`config.mk`:
```
export PLATFORM = sky130hd
export DESIGN_NAME = sample_framer
export DESIGN_NICKNAME = d
export VERILOG_FILES = /design/src/rtl/sample_framer_pkg.sv /design/src/rtl/sample_fifo.sv /design/src/rtl/sample_framer.sv
export SDC_FILE = /design/constraint.sdc
export NUM_CORES = 1
export LEC_CHECK = 0
export CAP_MARGIN = 30
export CORE_MARGIN = 4
export CORE_UTILIZATION = 40
export DETAILED_ROUTE_END_ITERATION = 10
export GPL_TIMING_DRIVEN = 0
export HOLD_SLACK_MARGIN = 0.03
export PLACE_DENSITY = 0.62
export SKIP_LAST_GASP = 1
export SYNTH_ARGS = -nofsm -noshare
export SYNTH_HDL_FRONTEND = slang
export SYNTH_SLANG_ARGS = --single-unit
export TNS_END_PERCENT = 10
```
`constraint.sdc`:
```
create_clock -name aclk -period 12.37 [get_ports aclk]
set_clock_uncertainty 0.15 [all_clocks]
set_input_delay 3.0925 -clock aclk [delete_from_list [all_inputs] [get_ports aclk]]
set_output_delay 3.0925 -clock aclk [all_outputs]
set_load 0.01 [all_outputs]
```
`src/rtl/sample_framer_pkg.sv`:
```
//----------------------------------------------------------------------------
// Module : sample_framer_pkg
// Brief  : Shared state encoding and default widths for the sample framer.
// Rev    : 1.0 - initial release
//----------------------------------------------------------------------------
`default_nettype none

package sample_framer_pkg;

  localparam int unsigned DEF_DATA_WIDTH = 32;
  localparam int unsigned DEF_LEN_WIDTH  = 16;
  localparam int unsigned DEF_FIFO_DEPTH = 16;

  localparam int unsigned STATE_W = 2;
  typedef logic [STATE_W-1:0] state_t;

  localparam logic [1:0] ST_IDLE   = 2'd0;
  localparam logic [1:0] ST_RUN    = 2'd1;
  localparam logic [1:0] ST_FINISH = 2'd2;
  localparam logic [1:0] ST_DRAIN  = 2'd3;

  function automatic logic is_capture_state(input state_t st);
    return (st == ST_RUN) || (st == ST_FINISH);
  endfunction

endpackage

`default_nettype wire

```
`src/rtl/sample_fifo.sv`:
```
//----------------------------------------------------------------------------
// Module : sample_fifo
// Brief  : Synchronous first-word-fall-through FIFO with full/empty flags.
// Rev    : 1.0 - initial release
//----------------------------------------------------------------------------
`default_nettype none

module sample_fifo
  import sample_framer_pkg::*;
#(
  parameter int unsigned WIDTH = DEF_DATA_WIDTH + 1,
  parameter int unsigned DEPTH = DEF_FIFO_DEPTH
) (
  input  logic             clk_i,
  input  logic             rst_i,
  input  logic             wr_en_i,
  input  logic [WIDTH-1:0] wr_data_i,
  input  logic             rd_en_i,
  output logic [WIDTH-1:0] rd_data_o,
  output logic             full_o,
  output logic             empty_o
);

  localparam int unsigned AW = $clog2(DEPTH);
  localparam logic [AW:0]   FULL_CNT = (AW+1)'(DEPTH);
  localparam logic [AW:0]   CNT_ONE  = (AW+1)'(1);
  localparam logic [AW-1:0] PTR_ONE  = AW'(1);

  logic [WIDTH-1:0] mem_q [DEPTH];
  logic [AW-1:0]    wr_ptr_q, wr_ptr_d;
  logic [AW-1:0]    rd_ptr_q, rd_ptr_d;
  logic [AW:0]      count_q, count_d;
  logic             wr_ok;
  logic             rd_ok;

  assign full_o    = (count_q == FULL_CNT);
  assign empty_o   = (count_q == '0);
  assign rd_data_o = mem_q[rd_ptr_q];

  // A full FIFO still takes a write when the head leaves in the same cycle.
  assign rd_ok = rd_en_i && !empty_o;
  assign wr_ok = wr_en_i && (!full_o || rd_ok);

  always_comb begin
    wr_ptr_d = wr_ptr_q;
    rd_ptr_d = rd_ptr_q;
    count_d  = count_q;
    if (wr_ok) begin
      wr_ptr_d = wr_ptr_q + PTR_ONE;
    end
    if (rd_ok) begin
      rd_ptr_d = rd_ptr_q + PTR_ONE;
    end
    case ({wr_ok, rd_ok})
      2'b10:   count_d = count_q + CNT_ONE;
      2'b01:   count_d = count_q - CNT_ONE;
      default: count_d = count_q;
    endcase
  end

  always_ff @(posedge clk_i) begin
    if (rst_i) begin
      wr_ptr_q <= '0;
      rd_ptr_q <= '0;
      count_q  <= '0;
    end else begin
      wr_ptr_q <= wr_ptr_d;
      rd_ptr_q <= rd_ptr_d;
      count_q  <= count_d;
    end
  end

  always_ff @(posedge clk_i) begin
    if (wr_ok) begin
      mem_q[wr_ptr_q] <= wr_data_i;
    end
  end

endmodule

`default_nettype wire

```
`src/rtl/sample_framer.sv`:
```
//----------------------------------------------------------------------------
// Module : sample_framer
// Brief  : Packs a strobed sample stream into fixed-length AXI4-Stream frames.
//          Optional first-beat tuser flag enabled by SAMPLE_FRAMER_TUSER_EN.
// Rev    : 1.0 - initial release
//----------------------------------------------------------------------------
`default_nettype none

module sample_framer
  import sample_framer_pkg::*;
#(
  parameter int unsigned DATA_WIDTH = DEF_DATA_WIDTH,
  parameter int unsigned LEN_WIDTH  = DEF_LEN_WIDTH,
  parameter int unsigned FIFO_DEPTH = DEF_FIFO_DEPTH
) (
  input  logic                  aclk,
  input  logic                  reset,
  input  logic                  cfg_enable,
  input  logic [LEN_WIDTH-1:0]  cfg_len,
  input  logic [DATA_WIDTH-1:0] s_data,
  input  logic                  s_valid,
  output logic [DATA_WIDTH-1:0] m_axis_tdata,
  output logic                  m_axis_tvalid,
  input  logic                  m_axis_tready,
  output logic                  m_axis_tlast,
`ifdef SAMPLE_FRAMER_TUSER_EN
  output logic                  m_axis_tuser,
`endif
  output logic                  overflow,
  output logic [31:0]           frame_count
);

`ifdef SAMPLE_FRAMER_TUSER_EN
  localparam int unsigned PW = DATA_WIDTH + 2;
`else
  localparam int unsigned PW = DATA_WIDTH + 1;
`endif
  localparam logic [LEN_WIDTH-1:0] LEN_ONE = LEN_WIDTH'(1);

  state_t               state_q, state_d;
  logic [LEN_WIDTH-1:0] len_m1_q, len_m1_d;
  logic [LEN_WIDTH-1:0] cnt_q, cnt_d;
  logic                 overflow_q, overflow_d;
  logic [31:0]          frame_count_q, frame_count_d;

  logic                 fifo_wr_en;
  logic [PW-1:0]        fifo_wr_data;
  logic [PW-1:0]        fifo_rd_data;
  logic                 fifo_full;
  logic                 fifo_empty;
  logic                 rd_en;
  logic                 is_last;
  logic                 drop;

  assign is_last = (cnt_q == len_m1_q);
  assign rd_en   = m_axis_tvalid && m_axis_tready;
  assign drop    = is_capture_state(state_q) && s_valid && fifo_full && !rd_en;

`ifdef SAMPLE_FRAMER_TUSER_EN
  assign fifo_wr_data = {(cnt_q == '0), is_last, s_data};
  assign m_axis_tuser = !fifo_empty && fifo_rd_data[DATA_WIDTH+1];
`else
  assign fifo_wr_data = {is_last, s_data};
`endif

  always_comb begin
    state_d    = state_q;
    len_m1_d   = len_m1_q;
    cnt_d      = cnt_q;
    overflow_d = overflow_q;
    fifo_wr_en = 1'b0;
    case (state_q)
      ST_IDLE: begin
        if (cfg_enable) begin
          len_m1_d = (cfg_len == '0) ? '0 : (cfg_len - LEN_ONE);
          cnt_d    = '0;
          state_d  = ST_RUN;
        end
      end
      ST_RUN, ST_FINISH: begin
        if (drop) begin
          overflow_d = 1'b1;
          state_d    = ST_DRAIN;
        end else begin
          if (s_valid) begin
            fifo_wr_en = 1'b1;
            cnt_d      = is_last ? '0 : (cnt_q + LEN_ONE);
          end
          // Stopping on a frame boundary needs no FINISH phase.
          if (state_q == ST_RUN) begin
            if (!cfg_enable) begin
              state_d = (cnt_d == '0) ? ST_DRAIN : ST_FINISH;
            end
          end else if (s_valid && is_last) begin
            state_d = ST_DRAIN;
          end
        end
      end
      ST_DRAIN: begin
        if (fifo_empty) begin
          state_d = ST_IDLE;
        end
      end
      default: state_d = ST_IDLE;
    endcase
  end

  always_comb begin
    frame_count_d = frame_count_q;
    if (rd_en && m_axis_tlast) begin
      frame_count_d = frame_count_q + 32'd1;
    end
  end

  always_ff @(posedge aclk) begin
    if (reset) begin
      state_q       <= ST_IDLE;
      len_m1_q      <= '0;
      cnt_q         <= '0;
      overflow_q    <= 1'b0;
      frame_count_q <= '0;
    end else begin
      state_q       <= state_d;
      len_m1_q      <= len_m1_d;
      cnt_q         <= cnt_d;
      overflow_q    <= overflow_d;
      frame_count_q <= frame_count_d;
    end
  end

  sample_fifo #(
    .WIDTH (PW),
    .DEPTH (FIFO_DEPTH)
  ) u_fifo (
    .clk_i     (aclk),
    .rst_i     (reset),
    .wr_en_i   (fifo_wr_en),
    .wr_data_i (fifo_wr_data),
    .rd_en_i   (rd_en),
    .rd_data_o (fifo_rd_data),
    .full_o    (fifo_full),
    .empty_o   (fifo_empty)
  );

  // Outputs are forced to zero whenever nothing is queued.
  assign m_axis_tvalid = !fifo_empty;
  assign m_axis_tdata  = fifo_empty ? '0 : fifo_rd_data[DATA_WIDTH-1:0];
  assign m_axis_tlast  = !fifo_empty && fifo_rd_data[DATA_WIDTH];
  assign overflow      = overflow_q;
  assign frame_count   = frame_count_q;

endmodule

`default_nettype wire

```
==> out/results.tsv <==
metric	value	unit
status	complete, no violations	
total grt overflow	0	
DR pass1 iterations	5	
largest net degree at the start of global routing	23	
drt wl/cell	23.8	µm
Logic pwr share	26.7	%
Syn Nets	1420	
arrival time worst endpoint	4.03	ns
actual slew at the worst max-slew pin	1.06	ns
clock power share	32.8	%
clock root cell	clkbuf_16	
worst-path cell chain	clkbuf_1 -> clkbuf_1 -> mux4_2 -> mux4_2 -> and2_1 -> clkdlybuf4s50_1	
reg-to-reg setup timing slack	8.76	ns
RSZ-0062 raised after global routing	false	
EDFF count, synth	528	
row cnt	91	
initial antenna violation count	3	
Cell Area, Synth	24800	µm²
crit start category	flip-flop	
H-tree Lvls	2	
r2r startpoint	state_q[0]	
clk slew on worst S/H paths	0.06	ns
CTS sink cnt	612	
Power Internal	4.19	mW
Slew HR	29.0	%
area of the multi-input gates	6990	µm²
Cells after Synth	1352	
via count	13400	
met3 GRT Util	3.16	%
Core Area	61600	µm²
Seq. cell area	17500	µm²
hold_sp	overflow	
die height	257	µm
Worst EP required	9.13	ns
slowest CP cell	clkbuf_1	
final slew viol count	0	
Setup Viol. Count Final	0	
met2 GRT Util	28.8	%
number of global-route vias before repair	13600	
Total Neg Setup Slack	0	ns
critical path's top delay family	buffers and inverters	
VDD IR max	0.134	mV
CTS buffer count	61	
largest stage delay on the critical path	0.74	ns
Synth Register Bits	612	
first-pass GRT wire length	87500	µm
Placed Cells	2343	
final WL	58400	µm
Switching Power	1.66	mW
clk buf depth	3	
Reg power frac	40.5	%
Most Crowded Layer GR	met2	
Netlist cell types	64	
total track usage	17.5	%
Hold Path Cell Cnt	2	
worst skew pair latency	0.63	ns
Worst Hold Class	flip-flop to flip-flop	
die area	66200	µm²
DIE WIDTH	257	µm
Max-cap violations	0	
post-CTS setup buffer count	0	
Fillers	5110	
Area contributors post-synth	edfxtp_1, mux4_2, dfxtp_1	
crit path kind	flip-flop to primary output	
IO Port Bufs	119	
Starting Density	40.3	%
count of hold buffers inserted by post-cts repair	0	
GP Congestion	0.832	
Buf/Inv on CP	3	
CP Max Fanout	10	
Synth area leader	edfxtp_1	
# resized after CTS	0	
final net count	1637	
Critical R2R Capture	u_fifo.count_q[4]	
Sw Share	28.3	%
met1 GRT Util	24.7	%
Fmax	137	MHz
sequential fraction of the synthesis area	70.6	%
Synth top area share	63.8	%
CTS tree	yes	
Worst R2R Path Depth	15	
Residual DRC	0	
drt initial violations	1181	
Leakage	9.31	nW
area delta synth->final	20.4	%
yosys warns	0	
Critical Path Sink Type	primary output	
share of layout cells above drive strength 1	22.7	%
fin crit share	58.8	%
Main synth FF type	edfxtp_1	
final hold vios	0	
Post-Layout Cell Count	2459	
# IOs	120	
clock period minus worst slack	7.28	ns
hold endpoint	overflow	
asr flop ratio synth	0	%
hpwl dp	37700	µm
Vias/cell	5.44	
ANT nets after route	0	
power density cells	195	nW/µm²
syn_area_per_cell	18.4	µm²
-- cells by family after synthesis --
logic type / count (synthesis) / share of synthesized area [%]
AOI/OAI and AO/OA: 96 / 3.02
DFF: 612 / 70.6
and+or+nand+nor: 289 / 6.19
adders and majority gates: 15 / 0.755
muxes: 172 / 15.2
xor gates and xnor gates: 70 / 2.47
buffers and inverters: 98 / 1.76
-- placed cells by master, fill, tap and decap left out, types with 8 or more instances in the layout --
master           instances
a21oi_1                 18
a22oi_1                 18
a311oi_2                10
and2_1                  38
and3_1                   9
buf_12                   8
buf_2                   22
buf_6                   17
buf_8                    8
bufinv_16               10
clkbuf_1                48
clkbuf_16               61
clkdlybuf4s50_1        119
clkinv_1                15
clkinv_2                13
dfxtp_1                 84
edfxtp_1               528
ha_1                    15
inv_1                   21
mux4_2                 165
nand2_1                 45
nand3_1                 16
nand4_1                 27
nor2_1                  76
nor2_4                  12
nor3_1                   9
o21ai_0                 12
or3_1                    9
xnor2_1                 34
xor2_1                  36
-- power groups by stage --
stage | clock network, mW | registers [mW] | logic [mW]
after CTS | 1.96 | 2.37 | 1.59
after floorplan | 0 | 2.41 | 0.952
after detailed placement | 0 | 2.41 | 1.58
final | 1.92 | 2.37 | 1.56
after global routing | 2.05 | 2.38 | 1.68
after global placement | 0 | 2.42 | 1.52
-- worst min-delay path: stages, from the launching register on --
cell	delay [ns]
dfxtp_1	0.32
inv_1	0.06
a21oi_1	0.05
-- worst max-delay path by stage --
stage / cells after the start / slack [ns] / start / endpoint
CTS: 7 / 5.01 / flip-flop / m_axis_tdata[0]
detailed placement: 6 / 5.71 / flip-flop / m_axis_tdata[0]
global route: 7 / 4.90 / flip-flop / m_axis_tdata[0]
floorplan: 4 / 5.75 / m_axis_tready / u_fifo.mem_q[3][0]
global placement: 5 / 1.59 / s_valid / u_fifo.mem_q[3][18]
finish: 6 / 5.09 / flip-flop / m_axis_tdata[0]
-- layer usage --
layer	routed length (µm)	vias up
met5	37	-
met4	1040	4
met1	25700	7035
met2	28400	375
met3	3240	84
li1	-	5870
-- flip-flops by register name (all words and copies together), names as in the netlist, named ones only --
name / count
u_fifo.rd_ptr_q: 4
overflow: 1
u_fifo.count_q: 5
u_fifo.wr_ptr_q: 4
frame_count: 32
len_m1_q: 16
state_q: 2
u_fifo.mem_q: 528
cnt_q: 16
-- through the flow --
step                area (µm²)  util, %  hold WS [ns]  power (mW)  worst slack [ns]
detailed placement       27800     45.2         0.319        4.00              5.71
global route             29900     48.6         0.341        6.11              4.90
finish                   29900     48.6         0.324        5.85              5.09
floorplan                24800        -         0.320        3.36              5.75
global placement         27100     44.0         0.318        3.95              1.59
CTS                      29900     48.6         0.328        5.92              5.01
-- cell usage after synthesis, drive strengths merged, types with 2 or more instances --
library cell and number:
nor3 13, a311oi 11, edfxtp 528, o21ai 19, clkbuf 42, nor3b 4
nand4 29, a22oi 18, a2111oi 2, ha 15, mux2i 7, or4 6
nand2b 5, a32oi 2, a31oi 7, nand3b 2, nor4 9, dfxtp 84
or3 9, and3 9, o311a 2, buf 35, a211oi 2, a221oi 2
a21oi 22, inv 21, nand4b 2, nand3 18, xnor2 34, and4 5
nand2 45, xor2 36, nor2b 2, and2 40, mux4 165, nor2 88
a41oi 2
-- area by class of cell --
| type | count | share of cell area [%] |
|---|---|---|
| Tap cell | 837 | 3.50 |
| Antenna cell | 1 | 0.00836 |
| Sequential cell | 612 | 58.6 |
| Clock buffer | 67 | 5.18 |
| Inverter | 21 | 0.263 |
| Multi-Input combinational cell | 642 | 23.4 |
| Buffer | 77 | 1.20 |
| Clock inverter | 48 | 1.88 |
| Timing Repair Buffer | 154 | 6.01 |
Note: power is estimated with default switching activity, not from simulation.
